File: src/rtl/mult_arb_pkg.sv
// mult_arb_pkg
// Shared definitions for the two-requester multiplier arbiter (mult_share_arb).
// Contents:
//   - state_e    : sequencer states IDLE=0, LAUNCH=1, WAIT=2, DELIVER=3
//   - OP_W       : operand width (4)
//   - PROD_W     : product width (8)
//   - operand_t  : operand word type
//   - product_t  : product word type
//   - DRAIN_CYC_DEF / TIMEOUT_DEF : default drain length and WAIT timeout
package mult_arb_pkg;

  localparam int OP_W          = 4;
  localparam int PROD_W        = 8;
  localparam int DRAIN_CYC_DEF = 15;
  localparam int TIMEOUT_DEF   = 31;

  typedef logic [OP_W-1:0]   operand_t;
  typedef logic [PROD_W-1:0] product_t;

  typedef enum logic [1:0] {
    ST_IDLE    = 2'd0,
    ST_LAUNCH  = 2'd1,
    ST_WAIT    = 2'd2,
    ST_DELIVER = 2'd3
  } state_e;

endpackage

File: src/rtl/mult_share_arb_if.sv
// mult_share_arb_if
// Bundles the requester-side and multiplier-side signals of mult_share_arb.
// Modports:
//   master : the arbiter itself (drives acks, products, multiplier launch)
//   slave  : the environment (requesters and the shared multiplier)
// Signals:
//   req0/req1, a0/b0, a1/b1 : request levels and operands from the requesters
//   ack0/ack1, p0/p1        : one-cycle ack and held product per requester
//   mult_start, mult_a/b    : launch pulse and operands to the multiplier
//   mult_done, mult_p       : completion level and product from the multiplier
//   busy, owner             : status (not idle / current or last grantee)
//   err                     : timeout flag, present only with MULT_ARB_TIMEOUT_EN
interface mult_share_arb_if;
  import mult_arb_pkg::*;

  logic     req0;
  logic     req1;
  operand_t a0;
  operand_t b0;
  operand_t a1;
  operand_t b1;
  logic     ack0;
  logic     ack1;
  product_t p0;
  product_t p1;
  logic     mult_start;
  operand_t mult_a;
  operand_t mult_b;
  logic     mult_done;
  product_t mult_p;
  logic     busy;
  logic     owner;
`ifdef MULT_ARB_TIMEOUT_EN
  logic     err;
`endif

  modport master (
    input  req0, req1, a0, b0, a1, b1, mult_done, mult_p,
    output ack0, ack1, p0, p1, mult_start, mult_a, mult_b, busy, owner
`ifdef MULT_ARB_TIMEOUT_EN
    , output err
`endif
  );

  modport slave (
    output req0, req1, a0, b0, a1, b1, mult_done, mult_p,
    input  ack0, ack1, p0, p1, mult_start, mult_a, mult_b, busy, owner
`ifdef MULT_ARB_TIMEOUT_EN
    , input err
`endif
  );

endinterface

File: src/rtl/rr_arb2.sv
// rr_arb2
// Combinational two-way round-robin picker.
// Ports:
//   req[1:0]  in  : request levels
//   last_gnt  in  : index of the previous grantee
//   gnt_valid out : at least one request is present
//   gnt_idx   out : chosen requester (a lone request wins; on a tie the
//                   requester that did not win last time wins)
module rr_arb2 (
  input  logic [1:0] req,
  input  logic       last_gnt,
  output logic       gnt_valid,
  output logic       gnt_idx
);

  always_comb begin
    gnt_valid = |req;
    gnt_idx   = 1'b0;
    case (req)
      2'b01:   gnt_idx = 1'b0;
      2'b10:   gnt_idx = 1'b1;
      2'b11:   gnt_idx = ~last_gnt;
      default: gnt_idx = 1'b0;
    endcase
  end

endmodule

File: src/rtl/mult_share_arb.sv
// mult_share_arb
// Shares one 4x4 shift-add multiplier between two requesters. The winner's
// operands are latched, the multiplier is started with a one-cycle pulse, and
// once mult_done is seen the product is returned with a one-cycle ack.
// Optional feature macro: MULT_ARB_TIMEOUT_EN (bounded WAIT with err flag).
// Parameters:
//   DRAIN_CYC : cycles after reset release with no grant (default 15)
//   TIMEOUT   : WAIT cycle limit, only with MULT_ARB_TIMEOUT_EN (default 31)
// Ports:
//   clk   : system clock, rising edge
//   rst_n : synchronous active-low reset
//   bus   : mult_share_arb_if.master (requesters, multiplier, status)
module mult_share_arb
  import mult_arb_pkg::*;
#(
  parameter int DRAIN_CYC = DRAIN_CYC_DEF
`ifdef MULT_ARB_TIMEOUT_EN
  , parameter int TIMEOUT = TIMEOUT_DEF
`endif
) (
  input  logic             clk,
  input  logic             rst_n,
  mult_share_arb_if.master bus
);

  localparam int DRAIN_W = (DRAIN_CYC > 1) ? $clog2(DRAIN_CYC + 1) : 1;

  state_e               state_q,      state_d;
  logic [DRAIN_W-1:0]   drain_q,      drain_d;
  logic                 last_gnt_q,   last_gnt_d;
  logic                 owner_q,      owner_d;
  operand_t             mult_a_q,     mult_a_d;
  operand_t             mult_b_q,     mult_b_d;
  product_t             p0_q,         p0_d;
  product_t             p1_q,         p1_d;
  logic                 ack0_q,       ack0_d;
  logic                 ack1_q,       ack1_d;
  logic                 mult_start_q, mult_start_d;
`ifdef MULT_ARB_TIMEOUT_EN
  localparam logic [4:0] TMO_LAST = 5'(TIMEOUT - 1);
  logic [4:0]           tmo_q,        tmo_d;
  logic                 err_q,        err_d;
`endif

  logic gnt_valid;
  logic gnt_idx;

  rr_arb2 u_arb (
    .req       ({bus.req1, bus.req0}),
    .last_gnt  (last_gnt_q),
    .gnt_valid (gnt_valid),
    .gnt_idx   (gnt_idx)
  );

  always_comb begin
    state_d      = state_q;
    drain_d      = drain_q;
    last_gnt_d   = last_gnt_q;
    owner_d      = owner_q;
    mult_a_d     = mult_a_q;
    mult_b_d     = mult_b_q;
    p0_d         = p0_q;
    p1_d         = p1_q;
    ack0_d       = 1'b0;
    ack1_d       = 1'b0;
    mult_start_d = 1'b0;
`ifdef MULT_ARB_TIMEOUT_EN
    tmo_d        = tmo_q;
    err_d        = 1'b0;
`endif

    case (state_q)
      ST_IDLE: begin
        // The drain window lets an un-reset multiplier finish whatever it
        // was doing before we trust its done flag again.
        if (drain_q != '0) begin
          drain_d = drain_q - 1'b1;
        end else if (gnt_valid) begin
          state_d      = ST_LAUNCH;
          owner_d      = gnt_idx;
          last_gnt_d   = gnt_idx;
          mult_a_d     = gnt_idx ? bus.a1 : bus.a0;
          mult_b_d     = gnt_idx ? bus.b1 : bus.b0;
          mult_start_d = 1'b1;
        end
      end

      // mult_done is deliberately ignored here: it may still be high from
      // the previous operation and is only cleared by this start pulse.
      ST_LAUNCH: begin
        state_d = ST_WAIT;
`ifdef MULT_ARB_TIMEOUT_EN
        tmo_d   = '0;
`endif
      end

      ST_WAIT: begin
        if (bus.mult_done) begin
          state_d = ST_DELIVER;
          if (owner_q) begin
            p1_d   = bus.mult_p;
            ack1_d = 1'b1;
          end else begin
            p0_d   = bus.mult_p;
            ack0_d = 1'b1;
          end
        end
`ifdef MULT_ARB_TIMEOUT_EN
        else if (tmo_q == TMO_LAST) begin
          // Give up after TIMEOUT WAIT cycles: ack with a zero product.
          state_d = ST_DELIVER;
          err_d   = 1'b1;
          if (owner_q) begin
            p1_d   = '0;
            ack1_d = 1'b1;
          end else begin
            p0_d   = '0;
            ack0_d = 1'b1;
          end
        end else begin
          tmo_d = tmo_q + 5'd1;
        end
`endif
      end

      ST_DELIVER: begin
        state_d = ST_IDLE;
      end

      default: begin
        state_d = ST_IDLE;
      end
    endcase
  end

  always_ff @(posedge clk) begin
    if (!rst_n) begin
      state_q      <= ST_IDLE;
      drain_q      <= DRAIN_W'(DRAIN_CYC);
      last_gnt_q   <= 1'b1;
      owner_q      <= 1'b0;
      mult_a_q     <= '0;
      mult_b_q     <= '0;
      p0_q         <= '0;
      p1_q         <= '0;
      ack0_q       <= 1'b0;
      ack1_q       <= 1'b0;
      mult_start_q <= 1'b0;
`ifdef MULT_ARB_TIMEOUT_EN
      tmo_q        <= '0;
      err_q        <= 1'b0;
`endif
    end else begin
      state_q      <= state_d;
      drain_q      <= drain_d;
      last_gnt_q   <= last_gnt_d;
      owner_q      <= owner_d;
      mult_a_q     <= mult_a_d;
      mult_b_q     <= mult_b_d;
      p0_q         <= p0_d;
      p1_q         <= p1_d;
      ack0_q       <= ack0_d;
      ack1_q       <= ack1_d;
      mult_start_q <= mult_start_d;
`ifdef MULT_ARB_TIMEOUT_EN
      tmo_q        <= tmo_d;
      err_q        <= err_d;
`endif
    end
  end

  assign bus.ack0       = ack0_q;
  assign bus.ack1       = ack1_q;
  assign bus.p0         = p0_q;
  assign bus.p1         = p1_q;
  assign bus.mult_start = mult_start_q;
  assign bus.mult_a     = mult_a_q;
  assign bus.mult_b     = mult_b_q;
  assign bus.owner      = owner_q;
  // busy is the only decoded output: anything but a drained IDLE.
  assign bus.busy       = (state_q != ST_IDLE) || (drain_q != '0);
`ifdef MULT_ARB_TIMEOUT_EN
  assign bus.err        = err_q;
`endif

endmodule
File: src/flat_wrapper.sv
// flat-port wrapper written by rule: the top's interface ports become plain ports
module mult_share_arb_flat import mult_arb_pkg::*;
#(
  parameter int DRAIN_CYC = DRAIN_CYC_DEF

)
  (clk, rst_n, bus_req0, bus_req1, bus_a0, bus_b0, bus_a1, bus_b1, bus_mult_done, bus_mult_p, bus_ack0, bus_ack1, bus_p0, bus_p1, bus_mult_start, bus_mult_a, bus_mult_b, bus_busy, bus_owner);
  mult_share_arb_if bus_i ();
  input  logic clk;
  input  logic rst_n;
  input wire logic [$bits(bus_i.req0)-1:0] bus_req0;
  input wire logic [$bits(bus_i.req1)-1:0] bus_req1;
  input wire logic [$bits(bus_i.a0)-1:0] bus_a0;
  input wire logic [$bits(bus_i.b0)-1:0] bus_b0;
  input wire logic [$bits(bus_i.a1)-1:0] bus_a1;
  input wire logic [$bits(bus_i.b1)-1:0] bus_b1;
  input wire logic [$bits(bus_i.mult_done)-1:0] bus_mult_done;
  input wire logic [$bits(bus_i.mult_p)-1:0] bus_mult_p;
  output wire logic [$bits(bus_i.ack0)-1:0] bus_ack0;
  output wire logic [$bits(bus_i.ack1)-1:0] bus_ack1;
  output wire logic [$bits(bus_i.p0)-1:0] bus_p0;
  output wire logic [$bits(bus_i.p1)-1:0] bus_p1;
  output wire logic [$bits(bus_i.mult_start)-1:0] bus_mult_start;
  output wire logic [$bits(bus_i.mult_a)-1:0] bus_mult_a;
  output wire logic [$bits(bus_i.mult_b)-1:0] bus_mult_b;
  output wire logic [$bits(bus_i.busy)-1:0] bus_busy;
  output wire logic [$bits(bus_i.owner)-1:0] bus_owner;
  assign bus_i.req0 = bus_req0;
  assign bus_i.req1 = bus_req1;
  assign bus_i.a0 = bus_a0;
  assign bus_i.b0 = bus_b0;
  assign bus_i.a1 = bus_a1;
  assign bus_i.b1 = bus_b1;
  assign bus_i.mult_done = bus_mult_done;
  assign bus_i.mult_p = bus_mult_p;
  assign bus_ack0 = bus_i.ack0;
  assign bus_ack1 = bus_i.ack1;
  assign bus_p0 = bus_i.p0;
  assign bus_p1 = bus_i.p1;
  assign bus_mult_start = bus_i.mult_start;
  assign bus_mult_a = bus_i.mult_a;
  assign bus_mult_b = bus_i.mult_b;
  assign bus_busy = bus_i.busy;
  assign bus_owner = bus_i.owner;
  mult_share_arb #(.DRAIN_CYC(DRAIN_CYC)) u_core (.clk(clk), .rst_n(rst_n), .bus(bus_i));
endmodule
File: config.mk
export PLATFORM = sky130hd
export DESIGN_NAME = mult_share_arb_flat
export DESIGN_NICKNAME = d
export VERILOG_FILES = /design/src/rtl/mult_arb_pkg.sv /design/src/rtl/mult_share_arb_if.sv /design/src/rtl/rr_arb2.sv /design/src/rtl/mult_share_arb.sv /design/src/flat_wrapper.sv
export SDC_FILE = /design/constraint.sdc
export NUM_CORES = 1
export LEC_CHECK = 0
export BUFFER_PORTS_ARGS = -buffer_cell sky130_fd_sc_hd__buf_2
export CAP_MARGIN = 40
export CORE_ASPECT_RATIO = 1.2
export CORE_UTILIZATION = 45
export DETAILED_ROUTE_END_ITERATION = 10
export GPL_ROUTABILITY_DRIVEN = 1
export PLACE_DENSITY_LB_ADDON = 0.2
export SKIP_LAST_GASP = 1
export SYNTH_ARGS = -nofsm -noshare
export SYNTH_HDL_FRONTEND = slang
export SYNTH_SLANG_ARGS = --single-unit
File: constraint.sdc
create_clock -name clk -period 1.65 [get_ports clk]
set_input_delay 0.495 -clock clk [delete_from_list [all_inputs] [get_ports clk]]
set_output_delay 0.495 -clock clk [all_outputs]
set_load 0.02 [all_outputs]
==> impl_metrics.json, run 1 <==
{
  "status": "finished with violations",
  "violations": "negative setup slack",
  "ys_warn_count": 0,
  "p_leak_nw": 0.926,
  "worstHoldPathCells": 3,
  "die_area_sq_um": 3490,
  "firstDrtPassIters": 4,
  "antenna_found_initial": 0,
  "timing.setup.tns_ns": -0.139,
  "clk_pin_slew_ns": 0.10,
  "clk_latency_ns": 0.34,
  "htreeDepth": 2,
  "drt_iter0_drc": 9,
  "rr_worst_depth": 7,
  "finalSetupViolations": 1,
  "fp.dieW_um": 54.1,
  "diodes": 0,
  "vdd_drop_max_mv": 0.601,
  "drv_slew": 0,
  "syn_inst": 158,
  "cts_root_buffer": "clkbuf_4",
  "power_mw": 1.61,
  "hold_path_class": "in -> reg",
  "cellPowerDensity_nw_per_um2": 816,
  "grt_first_pass_wirelength_um": 5330,
  "crit_start": "u_core.drain_q[0]",
  "finalNetCount": 258,
  "grt_max_degree": 29,
  "min_period_over_period": 1.08,
  "place_inst": 247,
  "overflow": 0,
  "gp_congestion": 0.763,
  "cts_buffers": 5,
  "postRouteAntennaNets": 0,
  "grt_pass1_vias": 1247,
  "fillers": 283,
  "routed-via-count": 1371,
  "final_cell_count_no_fill": 261,
  "drc": 0,
  "end_kind": "primary output",
  "crit_cells": 5,
  "slowest_delay_ns": 0.35,
  "core_sq_um": 3080,
  "r2r_start": "u_core.drain_q[0]",
  "cpMostUsedCell": "inv_4",
  "required_ns": 1.15,
  "reg2reg_to": "u_core.bus.mult_a[0]",
  "via_per_inst": 5.25,
  "ys_types": 32,
  "synthTopCellsByArea": "dfxtp_1 48%, mux2i_1 12%, a21oi_1 6.1%",
  "yosysTopAreaCellShare": 0.477,
  "crit_slowest_cell": "dfxtp_2",
  "skew_ns": 0.00910,
  "min_period_ns": 1.79,
  "setup_ws_ns": -0.139,
  "grt.total_usage": 0.211,
  "wl_per_cell_um": 12.9,
  "path_buf_inv": 3,
  "cp-start-kind": "register",
  "portBuffers": 57,
  "finalHoldViolCount": 0,
  "timing.fmax_ghz": 0.559,
  "endpoint": "bus_busy",
  "drive_above_1_share": 0.413,
  "rsz0062_at_grt": "yes",
  "synth_top_area_cell": "dfxtp_1",
  "ys_ff_latch": 35,
  "syn_area_per_cell_sq_um": 9.29,
  "cts_tree": "yes",
  "tightest_slew_ns": 0.480,
  "path_delay_family": "flip-flops",
  "drv_cap": 0,
  "syn_nets": 192,
  "rows": 22,
  "cts_buffer_depth": 2,
  "synth_area_sq_um": 1470,
  "reg2reg_slack_ns": 0.10,
  "die_h_um": 64.6,
  "yosysSeqAreaShare": 0.477,
  "critical_path_class": "reg -> out",
  "cts_sinks": 35,
  "slew_headroom": 0.680,
  "place_hpwl_um": 2370,
  "num_io_pins": 58,
  "start_util": 0.476,
  "path_max_fanout": 3,
  "syn2layout_area_growth_pct": 34.4,
  "crit_path_cell_trace": "inv_4, ha_4, and4bb_4, inv_4, buf_6",
  "worstPathArrival_ns": 1.29,
  "drt_wl_total_um": 3380
}
cells in the final DEF (no fill, tap or decap), drive strengths merged:
master and instances:
o311ai 1, buf 67, a31oi 1, dfxtp 35
ha 5, clkbuf 6, a211oi 8, a21boi 1
a221oi 1, mux2i 18, a21oi 18, bufinv 1
nand3b 1, nor2 12, clkinv 1, o21ai 7
nor3b 2, and3 2, clkinvlp 1, nand2 20
inv 7, or3b 1, nand3 3, or2 1
nor3 3, xor2 1, and4bb 1
per-layer routing:
metal,up-vias,wire (um),share of wire,global-route usage
met2,42,1800,0.53,0.357
met5,-,0,0,0
met1,643,1310,0.39,0.229
met3,6,206,0.061,0.0751
li1,680,-,-,-
met4,0,56,0.017,0.0865
cell usage after synthesis:
library cell / n
nand3b_1: 1
ha_1: 5
buf_1: 2
nor2_1: 11
mux2i_1: 18
nor3b_1: 2
or2_1: 1
inv_1: 5
nor3_1: 3
a211oi_1: 8
xor2_1: 1
a21boi_1: 1
a221oi_2: 1
and3_2: 1
o21ai_0: 2
clkbuf_2: 1
o21ai_1: 5
nand2_1: 20
a21oi_1: 18
clkinvlp_2: 1
and3_1: 1
inv_2: 2
nand3_1: 3
or3b_4: 1
dfxtp_1: 35
a31oi_1: 1
clkbuf_1: 1
o311ai_1: 1
and4bb_4: 1
buf_2: 3
buf_4: 1
nor2_2: 1
state kept, by name, summed over array words and instances (netlist names), 2 cells and up:
| name | flops |
|---|---|
| u_core.bus.mult_b | 4 |
| u_core.bus.mult_a | 4 |
| u_core.bus.p1 | 8 |
| u_core.state_q | 2 |
| u_core.drain_q | 4 |
| u_core.bus.p0 | 8 |
where the power goes:
| group | total (mW) | internal, mW | leakage (nW) | switching [mW] |
|---|---|---|---|---|
| Sequential | 0.858 | 0.851 | 0.283 | 0.00685 |
| Combinational | 0.112 | 0.0540 | 0.595 | 0.0583 |
| Clock | 0.639 | 0.358 | 0.0482 | 0.281 |
final cells by class:
| class | count | area, sq um | area share |
|---|---|---|---|
| clock inverter | 2 | 35.0 | 0.0178 |
| clock buffer | 6 | 51.3 | 0.0260 |
| timing repair buffer | 67 | 367 | 0.186 |
| multi-input combinational | 107 | 733 | 0.372 |
| tap | 36 | 45.0 | 0.0228 |
| sequential | 35 | 706 | 0.358 |
| inverter | 8 | 36.3 | 0.0184 |
timing repair:
| action | CTS | global route |
|---|---|---|
| hold buffers | 0 | 0 |
| pin swaps | 3 | 2 |
| gates resized for setup | 15 | 2 |
| setup buffers | 6 | 0 |
| endpoints found under the setup margin | 2 | 3 |
metrics by stage:
step	worst slack, ns	instance area [sq um]	hold slack [ns]	utilization
after floorplan	0.155	1470	0.435	-
after global placement	0.0944	1790	0.442	0.580
after detailed placement	0.0195	1790	0.452	0.580
after CTS	-0.146	1960	0.383	0.636
after global routing	-0.194	1970	0.385	0.640
final	-0.139	1970	0.399	0.640
worst register-to-register path, delay by kind of cell, from the launching register on:
family | cells | cell delay, ns
DFF | 1 | 0.35
adders and majority gates | 1 | 0.13
buffers and inverters | 3 | 0.25
AOI/OAI and AO/OA | 1 | 0.13
and+or+nand+nor | 2 | 0.58
worst min path at each step:
stage,startpoint,end,slack (ns)
floorplan,u_core.state_q[0],u_core.state_q[0],0.43
global placement,u_core.bus.p1[6],u_core.bus.p1[6],0.44
detailed placement,u_core.bus.p1[7],u_core.bus.p1[7],0.45
CTS,bus_mult_p[1],u_core.bus.p0[1],0.38
global route,bus_mult_p[6],u_core.bus.p1[6],0.38
finish,bus_mult_p[1],u_core.bus.p0[1],0.40
kinds of logic (layout without fill, tap and decap cells):
kind of cell / after synthesis / after routing / synth area share
AND/OR/NAND/NOR: 46 / 46 / 0.152
AO/OA/AOI/OAI: 37 / 37 / 0.152
flip-flops: 35 / 35 / 0.477
multiplexers: 18 / 18 / 0.123
adder cells (fa/ha/maj): 5 / 5 / 0.0426
XOR/XNOR: 1 / 1 / 0.00597
buffers and inverters: 16 / 83 / 0.0477
Note: power is estimated with default switching activity, not from simulation.
==> inputs of run 2 (changes only) <==
Settings changed: SKIP_CTS_REPAIR_TIMING set to 1.
==> run 2 against run 1 <==
Against the previous run: the run still ends with negative setup slack left; flip-flop and latch count unchanged; sequential power about the same; critical path depth did not move; largest power group unchanged; clock skew down 0.0012 ns; hold slack better by 0.0011 ns.
==> impl_metrics.json, run 2 (synthesis results as in run 1) <==
{
  "start_util": 0.476,
  "drv_cap": 0,
  "min_period_ns": 1.81,
  "status": "finished with violations",
  "end_kind": "primary output",
  "core_sq_um": 3080,
  "num_io_pins": 58,
  "htreeDepth": 2,
  "grt.total_usage": 0.201,
  "cp-start-kind": "register",
  "cts_sinks": 35,
  "whs_endpoint": "u_core.bus.p0[1]",
  "gp_congestion": 0.763,
  "drive_above_1_share": 0.405,
  "portBuffers": 57,
  "finalHoldViolCount": 0,
  "cts_buffers": 5,
  "rows": 22,
  "place_hpwl_um": 2370,
  "final_cell_mix": "56 x buf_2, 31 x dfxtp_1, 20 x nand2_1",
  "antenna_found_initial": 0,
  "grt_max_degree": 29,
  "finalSetupViolations": 1,
  "grt_first_pass_wirelength_um": 5090,
  "layout_commonest_cell": "buf_2",
  "post-place-ws_ns": 0.0195,
  "tightest_slew_ns": 0.470,
  "die_area_sq_um": 3490,
  "setup_ws_ns": -0.156,
  "cellPowerDensity_nw_per_um2": 823,
  "diodes": 0,
  "reg2reg_slack_ns": 0.10,
  "overflow": 0,
  "power_mw": 1.60,
  "rsz0062_at_grt": "yes",
  "firstDrtPassIters": 4,
  "cts_tree": "yes",
  "skew_ns": 0.00793,
  "clk_pin_slew_ns": 0.10,
  "worstPathArrival_ns": 1.31,
  "die_h_um": 64.6,
  "grt_pass1_vias": 1219,
  "fillers": 285,
  "slew_headroom": 0.686,
  "postRouteAntennaNets": 0,
  "p_leak_nw": 0.913,
  "vdd_drop_max_mv": 0.591,
  "drc": 0,
  "worstHoldPathCells": 3,
  "drt_wl_total_um": 3330,
  "hold_path.startpoint": "bus_mult_p[1]",
  "rr_worst_depth": 5,
  "wl_per_cell_um": 12.9,
  "cts_buffer_depth": 2,
  "drt_iter0_drc": 20,
  "routed-via-count": 1366,
  "clk_latency_ns": 0.34,
  "violations": "negative setup slack",
  "reg2reg_to": "u_core.state_q[0]",
  "fp.dieW_um": 54.1,
  "timing.fmax_ghz": 0.554,
  "via_per_inst": 5.29,
  "critical_path_class": "reg -> out",
  "min_period_over_period": 1.09,
  "r2r_start": "u_core.drain_q[1]",
  "finalNetCount": 255,
  "path_max_fanout": 4,
  "required_ns": 1.15,
  "timing.setup.tns_ns": -0.156,
  "hold_path_class": "in -> reg",
  "drv_slew": 0,
  "syn2layout_area_growth_pct": 32.7,
  "cts_root_buffer": "clkbuf_4"
}
## run 2: cell count changes in the layout (fill, tap and decap cells not counted), sizes merged
cell and delta:
buf -3
## run 2: metal layers
layer,routed length (um),GRT usage,up-vias
met5,0,0,-
met3,226,0.0728,9
met2,1710,0.332,51
met4,85,0.106,0
li1,-,-,673
met1,1300,0.215,633
## run 2: critical path: stages, from the launching register on
cell and delay (ns):
dfxtp_2 0.35, inv_2 0.08, ha_4 0.13, and4bb_4 0.25, inv_4 0.05, buf_6 0.12
## run 2: worst max-delay path by stage
stage / start / to / slack, ns / depth (start not counted)
after floorplan: u_core.drain_q[0] / u_core.state_q[0] / 0.15 / 5
after global placement: u_core.drain_q[0] / bus_busy / 0.09 / 5
after detailed placement: u_core.drain_q[0] / u_core.state_q[0] / 0.02 / 5
after CTS: u_core.drain_q[0] / bus_busy / -0.31 / 5
after global routing: u_core.drain_q[0] / bus_busy / -0.22 / 5
final: u_core.state_q[1] / bus_busy / -0.16 / 5
## run 2: area by class of cell
class                   count  area (sq um)  share of cell area
clock buffers               6          51.3              0.0263
clock inverters             2          35.0              0.0180
inverters                   8          33.8              0.0173
multi-input cells         107           733               0.376
flip-flops and latches     35           706               0.362
well taps                  36          45.0              0.0231
repair buffers             64           344               0.177
## run 2: metrics by stage
stage / hold WS (ns) / util / instance area, sq um / std cells
final: 0.400 / 0.632 / 1950 / 258
after CTS: 0.383 / 0.608 / 1880 / 255
after floorplan: 0.435 / - / 1470 / 158
after detailed placement: 0.452 / 0.580 / 1790 / 247
after global placement: 0.442 / 0.580 / 1790 / 247
after global routing: 0.387 / 0.632 / 1950 / 258
## run 2: power breakdown
| part | leakage [nW] | internal (mW) | switching, mW |
|---|---|---|---|
| clock | 0.0482 | 0.358 | 0.281 |
| combinational | 0.582 | 0.0486 | 0.0557 |
| sequential | 0.283 | 0.851 | 0.00760 |
